### src/rtl/return_addr_stack.sv
// rtl/return_addr_stack.sv - speculative/committed return address stack pair
// The speculative stack is restored from the committed stack's next state on flush.
module return_addr_stack #(
  parameter int DEPTH = 4,
  parameter int ALEN  = 64
) (
  input  logic            clk_i,
  input  logic            rst_i,
  input  logic            flush_i,
  input  logic            push_i,
  input  logic            pop_i,
  input  logic [ALEN-1:0] link_addr_i,
  output logic            valid_o,
  output logic [ALEN-1:0] ret_addr_o,
  input  logic            call_confirm_i,
  input  logic            ret_confirm_i,
  input  logic [ALEN-1:0] res_link_addr_i
);

  localparam int PW = $clog2(DEPTH);
  localparam int CW = $clog2(DEPTH + 1);

  logic [ALEN-1:0] s_mem [DEPTH];
  logic [PW-1:0]   s_wp;
  logic [CW-1:0]   s_cnt;
  logic [ALEN-1:0] c_mem [DEPTH];
  logic [PW-1:0]   c_wp;
  logic [CW-1:0]   c_cnt;

  logic [ALEN-1:0] s_mem_n [DEPTH];
  logic [PW-1:0]   s_wp_n;
  logic [CW-1:0]   s_cnt_n;
  logic [ALEN-1:0] c_mem_n [DEPTH];
  logic [PW-1:0]   c_wp_n;
  logic [CW-1:0]   c_cnt_n;

  logic [PW-1:0]   s_top;
  logic [PW-1:0]   c_top;

  assign s_top = s_wp - 1'b1;
  assign c_top = c_wp - 1'b1;

  always_comb begin
    c_mem_n = c_mem;
    c_wp_n  = c_wp;
    c_cnt_n = c_cnt;
    if (call_confirm_i && ret_confirm_i && (c_cnt != '0)) begin
      c_mem_n[c_top] = res_link_addr_i;
    end else if (call_confirm_i) begin
      c_mem_n[c_wp] = res_link_addr_i;
      c_wp_n        = c_wp + 1'b1;
      if (c_cnt != CW'(DEPTH)) c_cnt_n = c_cnt + 1'b1;
    end else if (ret_confirm_i && (c_cnt != '0)) begin
      c_wp_n  = c_top;
      c_cnt_n = c_cnt - 1'b1;
    end
  end

  // On flush the speculative side mirrors the committed side, confirms included.
  always_comb begin
    s_mem_n = s_mem;
    s_wp_n  = s_wp;
    s_cnt_n = s_cnt;
    if (flush_i) begin
      s_mem_n = c_mem_n;
      s_wp_n  = c_wp_n;
      s_cnt_n = c_cnt_n;
    end else if (push_i && pop_i && (s_cnt != '0)) begin
      s_mem_n[s_top] = link_addr_i;
    end else if (push_i) begin
      s_mem_n[s_wp] = link_addr_i;
      s_wp_n        = s_wp + 1'b1;
      if (s_cnt != CW'(DEPTH)) s_cnt_n = s_cnt + 1'b1;
    end else if (pop_i && (s_cnt != '0)) begin
      s_wp_n  = s_top;
      s_cnt_n = s_cnt - 1'b1;
    end
  end

  always_ff @(posedge clk_i) begin
    if (rst_i) begin
      for (int i = 0; i < DEPTH; i++) begin
        s_mem[i] <= '0;
        c_mem[i] <= '0;
      end
      s_wp  <= '0;
      s_cnt <= '0;
      c_wp  <= '0;
      c_cnt <= '0;
    end else begin
      s_mem <= s_mem_n;
      s_wp  <= s_wp_n;
      s_cnt <= s_cnt_n;
      c_mem <= c_mem_n;
      c_wp  <= c_wp_n;
      c_cnt <= c_cnt_n;
    end
  end

  assign valid_o    = (s_cnt != '0);
  assign ret_addr_o = s_mem[s_top];

endmodule

### config.mk
export PLATFORM = sky130hd
export DESIGN_NAME = return_addr_stack
export DESIGN_NICKNAME = d
export VERILOG_FILES = /design/src/rtl/return_addr_stack.sv
export SDC_FILE = /design/constraint.sdc
export NUM_CORES = 2
export LEC_CHECK = 0
export CORE_MARGIN = 1.5
export CORE_UTILIZATION = 59
export CTS_BUF_LIST = sky130_fd_sc_hd__clkbuf_8 sky130_fd_sc_hd__clkbuf_16
export DETAILED_ROUTE_END_ITERATION = 7
export PLACE_DENSITY = 0.91
export SLEW_MARGIN = 0
export SYNTH_ARGS = -nofsm -noshare
export SYNTH_HDL_FRONTEND = slang
export SYNTH_SLANG_ARGS = --single-unit
### constraint.sdc
create_clock -name clk_i -period 6.4 [get_ports clk_i]
set_input_delay 0.96 -clock clk_i [delete_from_list [all_inputs] [get_ports clk_i]]
set_output_delay 0.96 -clock clk_i [all_outputs]
set_load 0.02 [all_outputs]
==> flow_summary.ini <==
[global_route]
grt_pass1_wl_um = 127100
grt_pass1_vias = 24447
grt_use_total = 0.3572
grt_max_degree = 249
antenna_found_initial = 4
grt_overflow_total = 0

[floorplanning]
start_util = 0.5997
ios = 200
die_h_um = 209.9
die_w_um = 209.9
fp.coreArea_mm2 = 0.04213
rows = 75
dieArea_mm2 = 0.04408

[yosys]
syn-cell-area_mm2 = 0.02527
yosys.area.top_type = dfxtp_1
avgSynthCellArea_um2 = 7.872
synth_top_family_by_area = simple AND/OR/NAND/NOR gates
synthXorXnorAreaFrac = 0.002426
async_flop_share = 0
yosys.area.top_type_share = 0.4136
ys_seq_area_frac = 0.4136
synth.ff_latch_count = 522
yosys.cell_types.count = 41
ys.flop_type = dfxtp_1
synth_fp_nets = 3357
synthAdderAreaFrac = 0.006239
synth_compound_area_frac = 0.1980
synthSimpleGateAreaFrac = 0.2397
yosysWarnings = 0
synth_mux_area_frac = 0.06561
synth_area_leaders = dfxtp_1, nand3_1, a21oi_1
synth-edff-count = 0
syn_inst = 3210

[timing]
setup_viol = 0
drv_slew = 0
worst_pin_slew_ns = 1.297
setup_tns_ns = 0
setup_ws_ns = 1.534
holdWs_ns = 0.4547
finalHoldViolCount = 0
fin_skew_ns = 0.02137
max_freq_ghz = 0.2055
rsz0062_at_grt = false
max_slew_margin = 0.1325
period_share = 0.7603
min_period_ns = 4.866

[place]
dp_slack_ns = 2.193
portBuffers = 199
dp_cells = 3589
hpwl_um = 44880
place_congestion = 0.8498

[critical_path]
reg2reg_slack_ns = 2.51
crit_arrival_ns = 3.91
path_buf_inv = 2
path_max_fanout = 66
crit_family = adder cells
crit_required_ns = 5.44
endpoint_kind = output pin
crit_start = s_wp[0]
worst_path_largest_cell_delay_ns = 1.17
regToRegStartpoint = c_cnt[1]
cp_cell_sequence = inv_1, ha_4, mux4_2, clkdlybuf4s50_1
slowest_stage = ha_4
critPathLaunchType = register
critPathKind = register to output pin

[clock_network]
clockBufferDepth = 3
clockRootBuffer = clkbuf_16
clk-insertion-delay-late_ns = 0.62
ctsHoldBuffers = 0
cts_tree = yes
h-tree-depth = 2
clock_sinks = 522
numCtsBuffers = 53
cts_setup_buffers = 0
path_clk_slew_ns = 0.06
cts_resized = 0

[min_path]
worstHoldStart = c_mem[155]
hold_class = register to register

[detailed_routing]
ant_nets = 0
drt_iter0_drc = 3775
routed_wl_um = 81620
drt_pass1_iterations = 8
vias_per_cell = 6.921
wl_per_cell_um = 22.13
drc = 2
vias = 25531

[flow_run]
maxCapViolCount = 0

[finish]
layout.cells.non_filler = 3689
area_growth_pct = 12.32
fin_nets = 3252
layout-drive-gt1-share = 0.07211
fin_util = 0.6736

[pwr]
p_per_area_mw_per_mm2 = 440.9
p_leak_nw = 9.273
ir_worst_vdd_mv = 0.3591

[run_status]
status = finished with violations
violations = DRC
==> worst min-delay path: cells and delay by family, from the launching register on <==
| kind | cells | cell delay (ns) |
|---|---|---|
| AOI/OAI and AO/OA | 1 | 0.05 |
| DFF | 1 | 0.31 |
| and+or+nand+nor | 1 | 0.05 |
==> stage by stage <==
stage / total power, mW / cell area (um^2)
2_1_floorplan: 7.524 / 25270
3_3_place_gp: 8.920 / 26530
3_5_place_dp: 9.089 / 26530
4_1_cts: 12.35 / 28380
5_1_grt: 12.94 / 28380
6_report: 12.51 / 28380
==> flip-flops by register name, summed over array words and instances, names as in the netlist <==
signal,cells
s_wp,2
c_cnt,3
c_wp,2
s_cnt,3
c_mem,256
s_mem,256
==> report_power, final <==
part | switching [mW] | internal, mW | leakage [nW]
logic | 3.21 | 1.73 | 4.04
clock network | 1.35 | 1.95 | 0.960
registers | 0.402 | 3.87 | 4.27
total | 4.96 | 7.55 | 9.27
==> placed cells by master, fill, tap and decap left out, types with 5 or more instances in the layout <==
| cell type | Yosys | routed |
|---|---|---|
| clkinv_2 | 0 | 10 |
| nand3_1 | 516 | 516 |
| nor2_1 | 267 | 267 |
| buf_4 | 30 | 35 |
| bufinv_16 | 0 | 7 |
| dfxtp_1 | 522 | 521 |
| xnor2_1 | 6 | 6 |
| o21ai_0 | 5 | 5 |
| mux4_2 | 64 | 64 |
| clkdlybuf4s50_1 | 0 | 197 |
| clkbuf_16 | 0 | 53 |
| nor2b_1 | 65 | 65 |
| a21oi_1 | 514 | 514 |
| mux2_2 | 9 | 9 |
| ha_1 | 11 | 10 |
| inv_1 | 8 | 19 |
| clkbuf_8 | 0 | 14 |
| nand2_1 | 524 | 520 |
| a311oi_1 | 257 | 257 |
==> cells by family after synthesis <==
| group | count (synthesis) |
|---|---|
| adder cells (fa/ha/maj) | 12 |
| buffers and inverters | 406 |
| multiplexers | 84 |
| AND/OR/NAND/NOR | 1386 |
| AO/OA/AOI/OAI | 793 |
| XOR/XNOR | 7 |
| flip-flops | 522 |
==> Yosys cell counts, types with 2 or more instances <==
| master | instances |
|---|---|
| mux2i_1 | 7 |
| dfxtp_1 | 522 |
| mux2_1 | 4 |
| mux2_2 | 9 |
| xnor2_1 | 6 |
| mux4_2 | 64 |
| nand2_1 | 524 |
| o22ai_1 | 2 |
| nand3_1 | 516 |
| and2_1 | 5 |
| ha_1 | 11 |
| a311oi_1 | 257 |
| o31a_1 | 2 |
| a21oi_1 | 514 |
| clkbuf_1 | 230 |
| buf_1 | 82 |
| a211oi_1 | 4 |
| o21ai_0 | 5 |
| nor2_1 | 267 |
| buf_2 | 28 |
| a31oi_2 | 4 |
| nor2b_1 | 65 |
| inv_1 | 8 |
| buf_6 | 28 |
| buf_4 | 30 |
==> layout make-up <==
class | instances | area, um^2
fillers | 3205 | 13750
multi-input cells | 2282 | 13030
flip-flops and latches | 522 | 10450
repair buffers | 238 | 2345
clock buffers | 67 | 1519
well taps | 539 | 674.4
clock inverters | 31 | 326.6
inverters | 8 | 30.03
diodes | 2 | 5.005
==> routing by layer <==
| layer | track usage | wire length [um] |
|---|---|---|
| met3 | 0.08343 | 10600 |
| met1 | 0.4464 | 29280 |
| met5 | 0 | 34 |
| met4 | 0.2116 | 4239 |
| met2 | 0.5659 | 37470 |
==> worst paths after layout <==
check,to,cells after the start
worst min-delay path,c_mem[155],2
worst max register to register,s_mem[42],8
worst min register to register,c_mem[155],2
worst max-delay path,ret_addr_o[57],4
(Power assumes the default switching activity.)
